===== src/rtl/keypad_pkg.sv =====
// Shared types and constants for the 4x4 keypad scanner.
// Key map, idle row drive and FSM state encoding.
package keypad_pkg;

    typedef enum logic [1:0] {
        SCAN,
        DEBOUNCE,
        HELD,
        RELEASE
    } kp_state_t;

    localparam logic [3:0] ROW_IDLE = 4'b1110;

    // Raw index 4*row+col to hex code
    localparam logic [3:0] KEYMAP [16] = '{
        4'h1, 4'h2, 4'h3, 4'hA,
        4'h4, 4'h5, 4'h6, 4'hB,
        4'h7, 4'h8, 4'h9, 4'hC,
        4'hE, 4'h0, 4'hF, 4'hD
    };

endpackage


===== src/rtl/keypad_tick_gen.sv =====
// Scan tick generator for the keypad scanner.
// Emits a one-cycle tick every SCAN_DIV clocks.
module keypad_tick_gen #(
    parameter int SCAN_DIV = 50000
) (
    input  logic sys_clk,
    input  logic reset,
    output logic tick
);

    localparam int CW = $clog2(SCAN_DIV);
    localparam logic [CW-1:0] LAST = CW'(SCAN_DIV - 1);

    logic [CW-1:0] cnt_q;
    logic [CW-1:0] cnt_d;

    assign tick = (cnt_q == LAST);

    // Wrap at the last count, otherwise increment
    always_comb begin
        cnt_d = cnt_q + 1'b1;
        if (tick) begin
            cnt_d = '0;
        end
    end

    // Divider counter register
    always_ff @(posedge sys_clk or negedge reset) begin
        if (!reset) begin
            cnt_q <= '0;
        end else begin
            cnt_q <= cnt_d;
        end
    end

endmodule


===== src/rtl/keypad_scan_4x4.sv =====
// 4x4 hex keypad scanner: row drive, column sync,
// single-key debounce and registered hex code output.
module keypad_scan_4x4
    import keypad_pkg::*;
#(
    parameter int SCAN_DIV     = 50000,
    parameter int DEBOUNCE_CNT = 4
) (
    input  logic       sys_clk,
    input  logic       reset,
    input  logic [3:0] Col_In,
    output logic [3:0] Row_Out,
    output logic [3:0] Key_Code,
    output logic       Key_Valid,
    output logic       Key_Held
);

    localparam int CNTW = $clog2(DEBOUNCE_CNT + 1);
    localparam logic [CNTW-1:0] CNT_DONE = CNTW'(DEBOUNCE_CNT);
    localparam logic [CNTW-1:0] CNT_ONE  = CNTW'(1);

    logic            tick;
    logic [3:0]      sync1_q, sync2_q;
    kp_state_t       state_q, state_d;
    logic [CNTW-1:0] cnt_q, cnt_d, cnt_inc;
    logic [1:0]      col_q, col_d;
    logic [1:0]      r_q, r_d;
    logic [3:0]      row_q, row_d;
    logic [3:0]      code_q, code_d;
    logic            valid_q, held_q, held_d;
    logic            key_present;
    logic [1:0]      pick;
    logic            adv, accept;

    keypad_tick_gen #(
        .SCAN_DIV(SCAN_DIV)
    ) u_tick (
        .sys_clk(sys_clk),
        .reset  (reset),
        .tick   (tick)
    );

    assign Row_Out   = row_q;
    assign Key_Code  = code_q;
    assign Key_Valid = valid_q;
    assign Key_Held  = held_q;

    // Lowest-index low column wins
    always_comb begin
        key_present = (sync2_q != 4'hF);
        pick        = 2'd0;
        priority case (1'b1)
            !sync2_q[0]: pick = 2'd0;
            !sync2_q[1]: pick = 2'd1;
            !sync2_q[2]: pick = 2'd2;
            !sync2_q[3]: pick = 2'd3;
            default:     pick = 2'd0;
        endcase
    end

    // Scan/debounce FSM next state, acting only on ticks
    always_comb begin
        state_d = state_q;
        cnt_d   = cnt_q;
        col_d   = col_q;
        adv     = 1'b0;
        accept  = 1'b0;
        cnt_inc = cnt_q + 1'b1;
        if (tick) begin
            unique case (state_q)
                SCAN: begin
                    if (key_present) begin
                        col_d = pick;
                        cnt_d = CNT_ONE;
                        if (DEBOUNCE_CNT == 1) begin
                            accept  = 1'b1;
                            state_d = HELD;
                        end else begin
                            state_d = DEBOUNCE;
                        end
                    end else begin
                        adv = 1'b1;
                    end
                end
                DEBOUNCE: begin
                    if (key_present && pick == col_q) begin
                        cnt_d = cnt_inc;
                        if (cnt_inc == CNT_DONE) begin
                            accept  = 1'b1;
                            state_d = HELD;
                        end
                    end else begin
                        state_d = SCAN;
                        adv     = 1'b1;
                    end
                end
                HELD: begin
                    if (!key_present) begin
                        cnt_d = CNT_ONE;
                        if (DEBOUNCE_CNT == 1) begin
                            state_d = SCAN;
                            adv     = 1'b1;
                        end else begin
                            state_d = RELEASE;
                        end
                    end
                end
                RELEASE: begin
                    if (!key_present) begin
                        cnt_d = cnt_inc;
                        if (cnt_inc == CNT_DONE) begin
                            state_d = SCAN;
                            adv     = 1'b1;
                        end
                    end else begin
                        state_d = HELD;
                    end
                end
                default: state_d = SCAN;
            endcase
        end
    end

    // Row advance, code capture and held flag
    always_comb begin
        r_d    = adv ? r_q + 2'd1 : r_q;
        row_d  = adv ? ~(4'b0001 << r_d) : row_q;
        code_d = accept ? KEYMAP[{r_q, pick}] : code_q;
        held_d = (state_d == HELD) || (state_d == RELEASE);
    end

    // All state registers, including the column synchronizer
    always_ff @(posedge sys_clk or negedge reset) begin
        if (!reset) begin
            sync1_q <= 4'hF;
            sync2_q <= 4'hF;
            state_q <= SCAN;
            cnt_q   <= '0;
            col_q   <= 2'd0;
            r_q     <= 2'd0;
            row_q   <= ROW_IDLE;
            code_q  <= 4'h0;
            valid_q <= 1'b0;
            held_q  <= 1'b0;
        end else begin
            sync1_q <= Col_In;
            sync2_q <= sync1_q;
            state_q <= state_d;
            cnt_q   <= cnt_d;
            col_q   <= col_d;
            r_q     <= r_d;
            row_q   <= row_d;
            code_q  <= code_d;
            valid_q <= accept;
            held_q  <= held_d;
        end
    end

endmodule


===== config.mk =====
export PLATFORM = sky130hd
export DESIGN_NAME = keypad_scan_4x4
export DESIGN_NICKNAME = d
export VERILOG_FILES = /design/src/rtl/keypad_pkg.sv /design/src/rtl/keypad_tick_gen.sv /design/src/rtl/keypad_scan_4x4.sv
export SDC_FILE = /design/constraint.sdc
export NUM_CORES = 1
export LEC_CHECK = 0
export BUFFER_PORTS_ARGS = -buffer_cell sky130_fd_sc_hd__buf_2
export CORE_MARGIN = 2
export CORE_UTILIZATION = 35
export CTS_CLUSTER_SIZE = 8
export DETAILED_ROUTE_END_ITERATION = 10
export PLACE_DENSITY = 0.61
export SKIP_CTS_REPAIR_TIMING = 1
export SLEW_MARGIN = 0
export SYNTH_ARGS = -nofsm -noshare
export SYNTH_HDL_FRONTEND = slang
export SYNTH_HIERARCHICAL = 1
export SYNTH_SLANG_ARGS = --single-unit

===== constraint.sdc =====
create_clock -name sys_clk -period 3.2 [get_ports sys_clk]
set_input_delay 0.64 -clock sys_clk [delete_from_list [all_inputs] [get_ports sys_clk]]
set_output_delay 0.64 -clock sys_clk [all_outputs]
set_load 0.1 [all_outputs]

==> flow_summary_export.csv, run 1 <==
group,metric,value,unit
floorplanning,die_y,81.6,microns
setup_path,slowest_delay,570,ps
finish,areaGrowthSynthToFinish,10.9,%
cts,h-tree-depth,2,
yosys,syn-num-nets,201,
sta,fin_tns_setup,0,ps
global_routing,grt_antenna_before_repair,0,
placement,port-buffer-count,15,
global_routing,grt_max_degree,44,
cts,clock_path_buffers,2,
cts,clkLatencyLatePin,290,ps
sta,rsz0062_at_grt,"false",
cts,cts_made_buffers,5,
cts,tritoncts,"yes",
yosys,syn_avg_cell_area,11.3,sq um
sta,holdWs,357,ps
finish,multi_input_area,936,sq um
floorplanning,start_util,36.0,%
power,power_density,408,nW/um^2
finish,final_cell_mix,"32 x dfrtp_1, 15 x buf_2, 13 x nand2_1",
finish,fin_util,39.9,%
yosys,synth-seq-cells,43,
setup_path,path_cells,"or4bb_1 -> o31ai_1 -> nor2_2 -> or3_1 -> mux2_4",
sta,skew,5.19,ps
global_routing,grtUsageTotal,12.4,%
floorplanning,die_area,6650,sq um
setup_path,endpoint_kind,"flip-flop",
finish,final_cells,278,
yosys,ys_seq_area_share,51.8,%
floorplanning,rows,28,
setup_path,crit_fanout,7,
global_routing,grt_pass1_vias,1365,
sta,fmaxAchievable,455,MHz
cts,cts-root-buf,"clkbuf_8",
setup_path,rrSetupSlack,1000,ps
floorplanning,core,5850,sq um
yosys,ys_warn_count,6,
placement,dp_cells,270,
finish,register_area,1090,sq um
finish,drive_gt1_share,23.6,%
power,p_leak,1.09,nW
route,drtIter0Drc,53,
setup_path,cp-start-kind,"flip-flop",
placement,gp_congestion,0.805,
cts,cts_num_sinks,43,
route,drtAntennaViolNets,0,
yosys,postSynthCellCount,187,
global_routing,grt_pass1_wl,6270,microns
floorplanning,die_x,81.6,microns
worst_hold_path,hp-class,"flip-flop to flip-flop",
finish,final_common_cell,"dfrtp_1",
cts,clkSlewWorstSetupHoldPaths,80,ps
sta,period_minus_slack,2200,ps
yosys,yosysTopAreaCellShare,38.0,%
sta,hold_viol,0,
route,dr.pass1.iters,4,
route,drc,0,
yosys,yosys.area.top_type,"dfrtp_1",
setup_path,crit_required,3380,ps
yosys,synthFlopType,"dfrtp_1",
route,wl,3500,microns
global_routing,grt.overflow.total,0,
yosys,synth_cell_type_count,45,
route,avgViaCountPerCell,5.00,
outcome,outcome,"complete, no violations",
yosys,synthArstFlopShare,100,%
route,num_vias,1391,
job,cap_violations,0,
setup_path,arrival,2370,ps
yosys,synth_edf_count,0,
finish,layout.nets,216,
sta,setup_viol,0,
finish,fill_cells,580,
yosys,synth.area.top_cells,"dfrtp_1 38%, dfstp_2 14%, ha_1 4.8%",
sta,fin_crit_sh,68.7,%
sta,relSlewSlack,39.1,%
yosys,syn_area,2110,sq um
finish,diodes,0,
route,routedWlPerCell,12.6,microns
setup_path,slowest_stage,"dfstp_2",
sta,final_max_slew_viol_count,0,
setup_path,path_class,"flip-flop to flip-flop",
sta,worstMarginPinSlew,914,ps
placement,hpwl,2500,microns
power,vdd_drop_max,0.187,mV
floorplanning,ios,16,
state kept, by name, summed over array words and instances, names as in the netlist, 3 cells and up:
signal	count
cnt_q	3
Key_Code	4
sync1_q	4
u_tick/cnt_q	16
Row_Out	4
sync2_q	4
report_power, final:
group	switching (W)	internal (W)	leakage [nW]
logic	0.0000225	0.0000109	0.489
clock network	0.000166	0.000197	0.0515
registers	0.00000388	0.000553	0.548
total	0.000192	0.000760	1.09
cell families after synthesis:
kind of cell / after synthesis / share of synthesized area [%]
flip-flops: 43 / 51.8
AO/OA/AOI/OAI: 30 / 9.57
XOR/XNOR: 14 / 5.82
buffers and inverters: 17 / 3.80
adder cells (fa/ha/maj): 8 / 4.75
multiplexers: 11 / 6.89
AND/OR/NAND/NOR: 64 / 17.4
area by class of cell:
| type | instances | area share [%] |
|---|---|---|
| Timing Repair Buffer | 16 | 3.54 |
| Tap cell | 75 | 4.02 |
| Multi-Input combinational cell | 127 | 40.1 |
| Inverter | 9 | 1.45 |
| Sequential cell | 43 | 46.7 |
| Clock buffer | 8 | 4.28 |
final timing paths:
path,end,startpoint,depth (start not counted)
worst max-delay path,Key_Code[1],sync2_q[0],5
worst min-delay path,sync2_q[1],sync1_q[1],0
worst max register to register,Key_Code[1],sync2_q[0],5
worst min register to register,sync2_q[1],sync1_q[1],0
max in group asynchronous,Key_Held,reset,1
min in group asynchronous,u_tick/cnt_q[6],reset,1
Yosys cell counts (2+ instances only):
library cell and number:
dfrtp_1 32, xnor2_1 6, mux2_4 4, nand4_1 4, o21ai_0 7, o32ai_1 2
nor2_1 11, nand3_1 11, a31oi_1 2, nand2_1 13, o21a_1 2, a21oi_1 6
mux2i_1 4, and3_1 2, xor2_1 8, and4_1 5, inv_1 9, o31ai_1 4
buf_6 2, mux2_2 2, clkbuf_1 5, nand2b_1 4, and2_1 2, ha_1 8
dfstp_2 11, a41oi_1 2
layer usage:
layer / part of all wire, % / GRT usage (%) / up-vias
li1: - / - / 693
met2: 45 / 18.8 / 30
met1: 49 / 16.6 / 663
met4: 2.2 / 5.59 / 0
met5: 0 / 0 / -
met3: 4.1 / 3.41 / 5
metrics by stage:
step | area, sq um | setup slack, ps | total power [W]
2_1_floorplan | 2110 | 1130 | 0.000582
3_3_place_gp | 2240 | 1040 | 0.000600
3_5_place_dp | 2240 | 1000 | 0.000602
4_1_cts | 2340 | 993 | 0.000973
5_1_grt | 2340 | 875 | 0.00101
6_report | 2340 | 1000 | 0.000953
critical path, delay by kind of cell, from the launching register on:
| family | cells | cell delay (ps) |
|---|---|---|
| flip-flops | 1 | 570 |
| AO/OA/AOI/OAI | 1 | 140 |
| AND/OR/NAND/NOR | 3 | 1030 |
| multiplexers | 1 | 340 |
Note: power is estimated with default switching activity, not from simulation.
==> run 2, diff against run 1 <==
Settings changed: PLACE_DENSITY 0.61 to 0.63.
Clock period 3.2 ns to 1.8 ns, I/O delays scaled along.
==> run 2 against run 1 <==
Effect of this change: the flow now finishes with violations (hold timing, setup timing); highest routed layer unchanged; critical path type unchanged; routed wire length is 14% higher; maximum frequency is 14% higher; combinational power grew to 2.9 times the previous value; hold slack worse by 380 ps; core utilization is 7.7 points higher; sequential cell count stayed put; clock power is 82% higher.
==> flow_summary_export.csv, run 2 (synthesis results as in run 1) <==
group,metric,value,unit
finish,drive_gt1_share,46.3,%
cts,cts-root-buf,"clkbuf_8",
finish,fin_area,2790,sq um
sta,hold_viol,12,
sta,setup_ws,-132,ps
cts,h-tree-depth,2,
finish,largest_reg_flops,16,
floorplanning,die_y,81.6,microns
cts,clkLatencyLatePin,300,ps
floorplanning,start_util,36.0,%
placement,dp_cells,305,
sta,relSlewSlack,68.2,%
floorplanning,core,5850,sq um
finish,final_cells,315,
finish,top_register,"u_tick/cnt_q",
route,drtAntennaViolNets,0,
finish,diodes,0,
setup_path,endpoint_kind,"flip-flop",
placement,hpwl,2750,microns
finish,multi_input_area,1090,sq um
floorplanning,rows,28,
floorplanning,ios,16,
global_routing,grt_pass1_vias,1440,
finish,final_common_cell,"buf_4",
route,dr.pass1.iters,4,
sta,fmaxAchievable,518,MHz
placement,dpl-instance-area,2510,sq um
route,routedWlPerCell,12.7,microns
worst_hold_path,hp-class,"input port to async pin",
setup_path,path_class,"flip-flop to flip-flop",
power,power_density,627,nW/um^2
route,drtIter0Drc,111,
floorplanning,die_area,6650,sq um
sta,setup_viol,6,
job,cap_violations,0,
finish,fill_cells,504,
placement,port-buffer-count,15,
setup_path,cp-start-kind,"flip-flop",
power,p_leak,1.32,nW
setup_path,crit_required,1980,ps
sta,skew,8.21,ps
sta,fin_crit_sh,107,%
global_routing,grt_pass1_wl,6530,microns
sta,final_max_slew_viol_count,0,
sta,rsz0062_at_grt,"true",
outcome,violations,"hold timing, setup timing",
cts,cts_made_buffers,5,
sta,holdWs,-19.1,ps
route,drc,0,
finish,areaGrowthSynthToFinish,32.4,%
cts,clkSlewWorstSetupHoldPaths,80,ps
finish,layout.nets,253,
finish,fin_util,47.7,%
sta,period_minus_slack,1930,ps
setup_path,crit_fanout,5,
route,wl,3990,microns
floorplanning,die_x,81.6,microns
global_routing,grtUsageTotal,13.0,%
route,num_vias,1536,
cts,tritoncts,"yes",
power,vdd_drop_max,0.508,mV
placement,pre_cts_slack,-225,ps
setup_path,arrival,2110,ps
placement,gp_congestion,0.740,
global_routing,grt_antenna_before_repair,0,
cts,clock_path_buffers,2,
finish,register_area,1090,sq um
global_routing,grt_max_degree,24,
route,avgViaCountPerCell,4.88,
cts,cts_num_sinks,43,
outcome,outcome,"complete, but fails checks",
global_routing,grt.overflow.total,0,
sta,worstMarginPinSlew,477,ps
finish,final_cell_mix,"33 x buf_4, 32 x dfrtp_1, 15 x buf_2",
## run 2: through the flow
step / total power, W / setup TNS (ps)
3_3_place_gp: 0.00108 / -1330
4_1_cts: 0.00176 / -2050
3_5_place_dp: 0.00109 / -1600
6_report: 0.00175 / -510
2_1_floorplan: 0.00103 / -1200
5_1_grt: 0.00182 / -1420
## run 2: final cells by class
type | instances | area share [%]
timing repair buffer | 53 | 13.6
multi-input combinational | 127 | 39.2
tap | 75 | 3.36
sequential | 43 | 39.1
inverter | 9 | 1.21
clock buffer | 8 | 3.59
## run 2: per-layer routing
metal  global-route usage, %  routed length, microns  up-vias
met5                       0                       0        -
met4                    6.10                      82        0
met3                    3.08                     103        6
met2                    20.5                    2020       19
met1                    16.9                    1780      745
li1                        -                       -      766
## run 2: final timing paths
kind	from	end	slack, ps	cells past startpoint
max	sync2_q[2]	Key_Code[1]	-130	5
min	reset	u_tick/cnt_q[4]	-20	1
max reg2reg	sync2_q[2]	Key_Code[1]	-130	5
min reg2reg	sync1_q[1]	sync2_q[1]	360	0
max in group asynchronous	reset	Key_Held	1250	2
min in group sys_clk	Col_In[2]	sync1_q[2]	160	1
## run 2: worst max-delay path, stage by stage, from the launching register on
cell and delay [ps]:
dfstp_2 610, nand2b_4 80, a21bo_4 240, ha_2 180
mux4_2 450, mux2_4 270
## run 2: power by group
group | internal, W | leakage (nW) | switching [W] | total (W)
Combinational | 0.0000452 | 0.722 | 0.0000513 | 0.0000965
Clock | 0.000350 | 0.0515 | 0.000310 | 0.000660
Sequential | 0.000983 | 0.548 | 0.00000825 | 0.000991
Total | 0.00138 | 1.32 | 0.000370 | 0.00175
==> run 3, diff against run 2 <==
Settings changed: CORE_UTILIZATION 35 to 48, PLACE_DENSITY 0.63 to 0.79.
==> run 3 against run 2 <==
Effect of this change: the run ends with setup timing left; hold slack improved by 26 ps; non-clock buffer count rose by 11; count of clock-buffer cells in the layout fell by 1; critical endpoint is now Key_Code[3]; largest cell class is now flip-flops and latches.
==> flow_summary_export.csv, run 3 (synthesis results as in run 1) <==
group,metric,value,unit
finish,largest_reg_flops,16,
floorplanning,core,4290,sq um
placement,gp_congestion,0.838,
floorplanning,die_y,70.2,microns
finish,diodes,0,
finish,layout.nets,264,
setup_path,r2r_end,"Key_Code[3]",
setup_path,r2r_start,"sync2_q[0]",
route,drtAntennaViolNets,0,
sta,fmaxAchievable,501,MHz
job,cap_violations,0,
power,power_density,593,nW/um^2
sta,fin_tns_setup,-1200,ps
cts,clkLatencyLatePin,300,ps
setup_path,crit_required,1990,ps
cts,clkSlewWorstSetupHoldPaths,80,ps
route,num_vias,1641,
sta,hold_viol,0,
sta,rsz0062_at_grt,"true",
sta,period_minus_slack,2000,ps
route,drtIter0Drc,86,
cts,h-tree-depth,2,
finish,final_cell_mix,"42 x buf_4, 32 x dfrtp_1, 15 x buf_2",
sta,final_max_slew_viol_count,0,
sta,setup_viol,13,
floorplanning,rows,24,
sta,relSlewSlack,67.7,%
setup_path,reg2reg_depth,5,
global_routing,grt_antenna_before_repair,0,
sta,holdWs,6.95,ps
sta,worstMarginPinSlew,485,ps
sta,skew,12.0,ps
sta,setup_ws,-197,ps
cts,clock_path_buffers,2,
setup_path,crit_fanout,6,
cts,cts_made_buffers,5,
finish,top_register,"u_tick/cnt_q",
floorplanning,ios,16,
finish,drive_gt1_share,45.4,%
route,avgViaCountPerCell,5.42,
finish,final_common_cell,"buf_4",
worst_hold_path,hp-class,"input port to async pin",
cts,cts_num_sinks,43,
power,p_leak,1.36,nW
placement,hpwl,2920,microns
cts,tritoncts,"yes",
global_routing,grt_max_degree,25,
global_routing,grt_pass1_vias,1539,
finish,areaGrowthSynthToFinish,33.9,%
floorplanning,start_util,49.0,%
setup_path,endpoint_kind,"flip-flop",
outcome,outcome,"complete, but fails checks",
global_routing,grt_pass1_wl,6850,microns
setup_path,path_class,"flip-flop to flip-flop",
route,drc,0,
placement,port-buffer-count,15,
setup_path,cp-start-kind,"flip-flop",
global_routing,grtUsageTotal,17.5,%
global_routing,grt.overflow.total,0,
outcome,violations,"setup timing",
route,wl,4730,microns
cts,cts-root-buf,"clkbuf_8",
setup_path,rrSetupSlack,-200,ps
setup_path,arrival,2190,ps
floorplanning,die_x,70.2,microns
route,routedWlPerCell,15.6,microns
power,vdd_drop_max,0.518,mV
sta,fin_crit_sh,111,%
floorplanning,die_area,4930,sq um
route,dr.pass1.iters,4,
## run 3: cell types whose count changed in the layout (fill, tap and decap cells not counted), sizes merged
cell,delta
buf,+10
clkinv,+1
## run 3: worst max path at each step
stage,end,start,cells past startpoint
after detailed placement,Key_Code[3],sync2_q[0],5
after CTS,Key_Code[3],sync2_q[0],5
after global routing,Key_Code[3],u_tick/cnt_q[11],5
after global placement,Key_Code[3],sync2_q[0],5
after floorplan,Key_Code[0],u_tick/cnt_q[0],9
final,Key_Code[3],sync2_q[0],5
## run 3: cell type report
type                            count  area [sq um]
Clock inverter                      1          5.00
Clock buffer                        7          76.3
Multi-Input combinational cell    127          1040
Tap cell                           52          65.1
Inverter                            9          33.8
Timing Repair Buffer               64           509
Sequential cell                    43          1090
Fill cell                         320          1480
## run 3: metrics by stage
step | cells | setup WS [ps] | total power, W | area (sq um) | util [%]
6_report | 303 | -197 | 0.00167 | 2820 | 65.6
5_1_grt | 303 | -232 | 0.00174 | 2820 | 65.6
4_1_cts | 292 | -278 | 0.00167 | 2590 | 60.2
3_5_place_dp | 284 | -276 | 0.00109 | 2500 | 58.3
3_3_place_gp | 284 | -212 | 0.00109 | 2500 | 58.3
2_1_floorplan | 187 | -267 | 0.00103 | 2110 | -
## run 3: power by group
group | internal, W | switching (W) | total, W
clock | 0.000272 | 0.000316 | 0.000589
sequential | 0.000982 | 0.00000558 | 0.000988
combinational | 0.0000431 | 0.0000528 | 0.0000958
## run 3: worst max-delay path, cell delays in order, from the launching register on
cell and delay (ps):
dfstp_2 550, or4bb_1 410, o31ai_1 130, nor2_2 90, or3_4 400, mux2_4 320
## run 3: per-layer routing
| metal | track usage, % | part of all wire [%] |
|---|---|---|
| met5 | 0 | 0 |
| met2 | 28.2 | 52 |
| met4 | 7.69 | 2.1 |
| met1 | 22.6 | 42 |
| met3 | 3.75 | 3.3 |
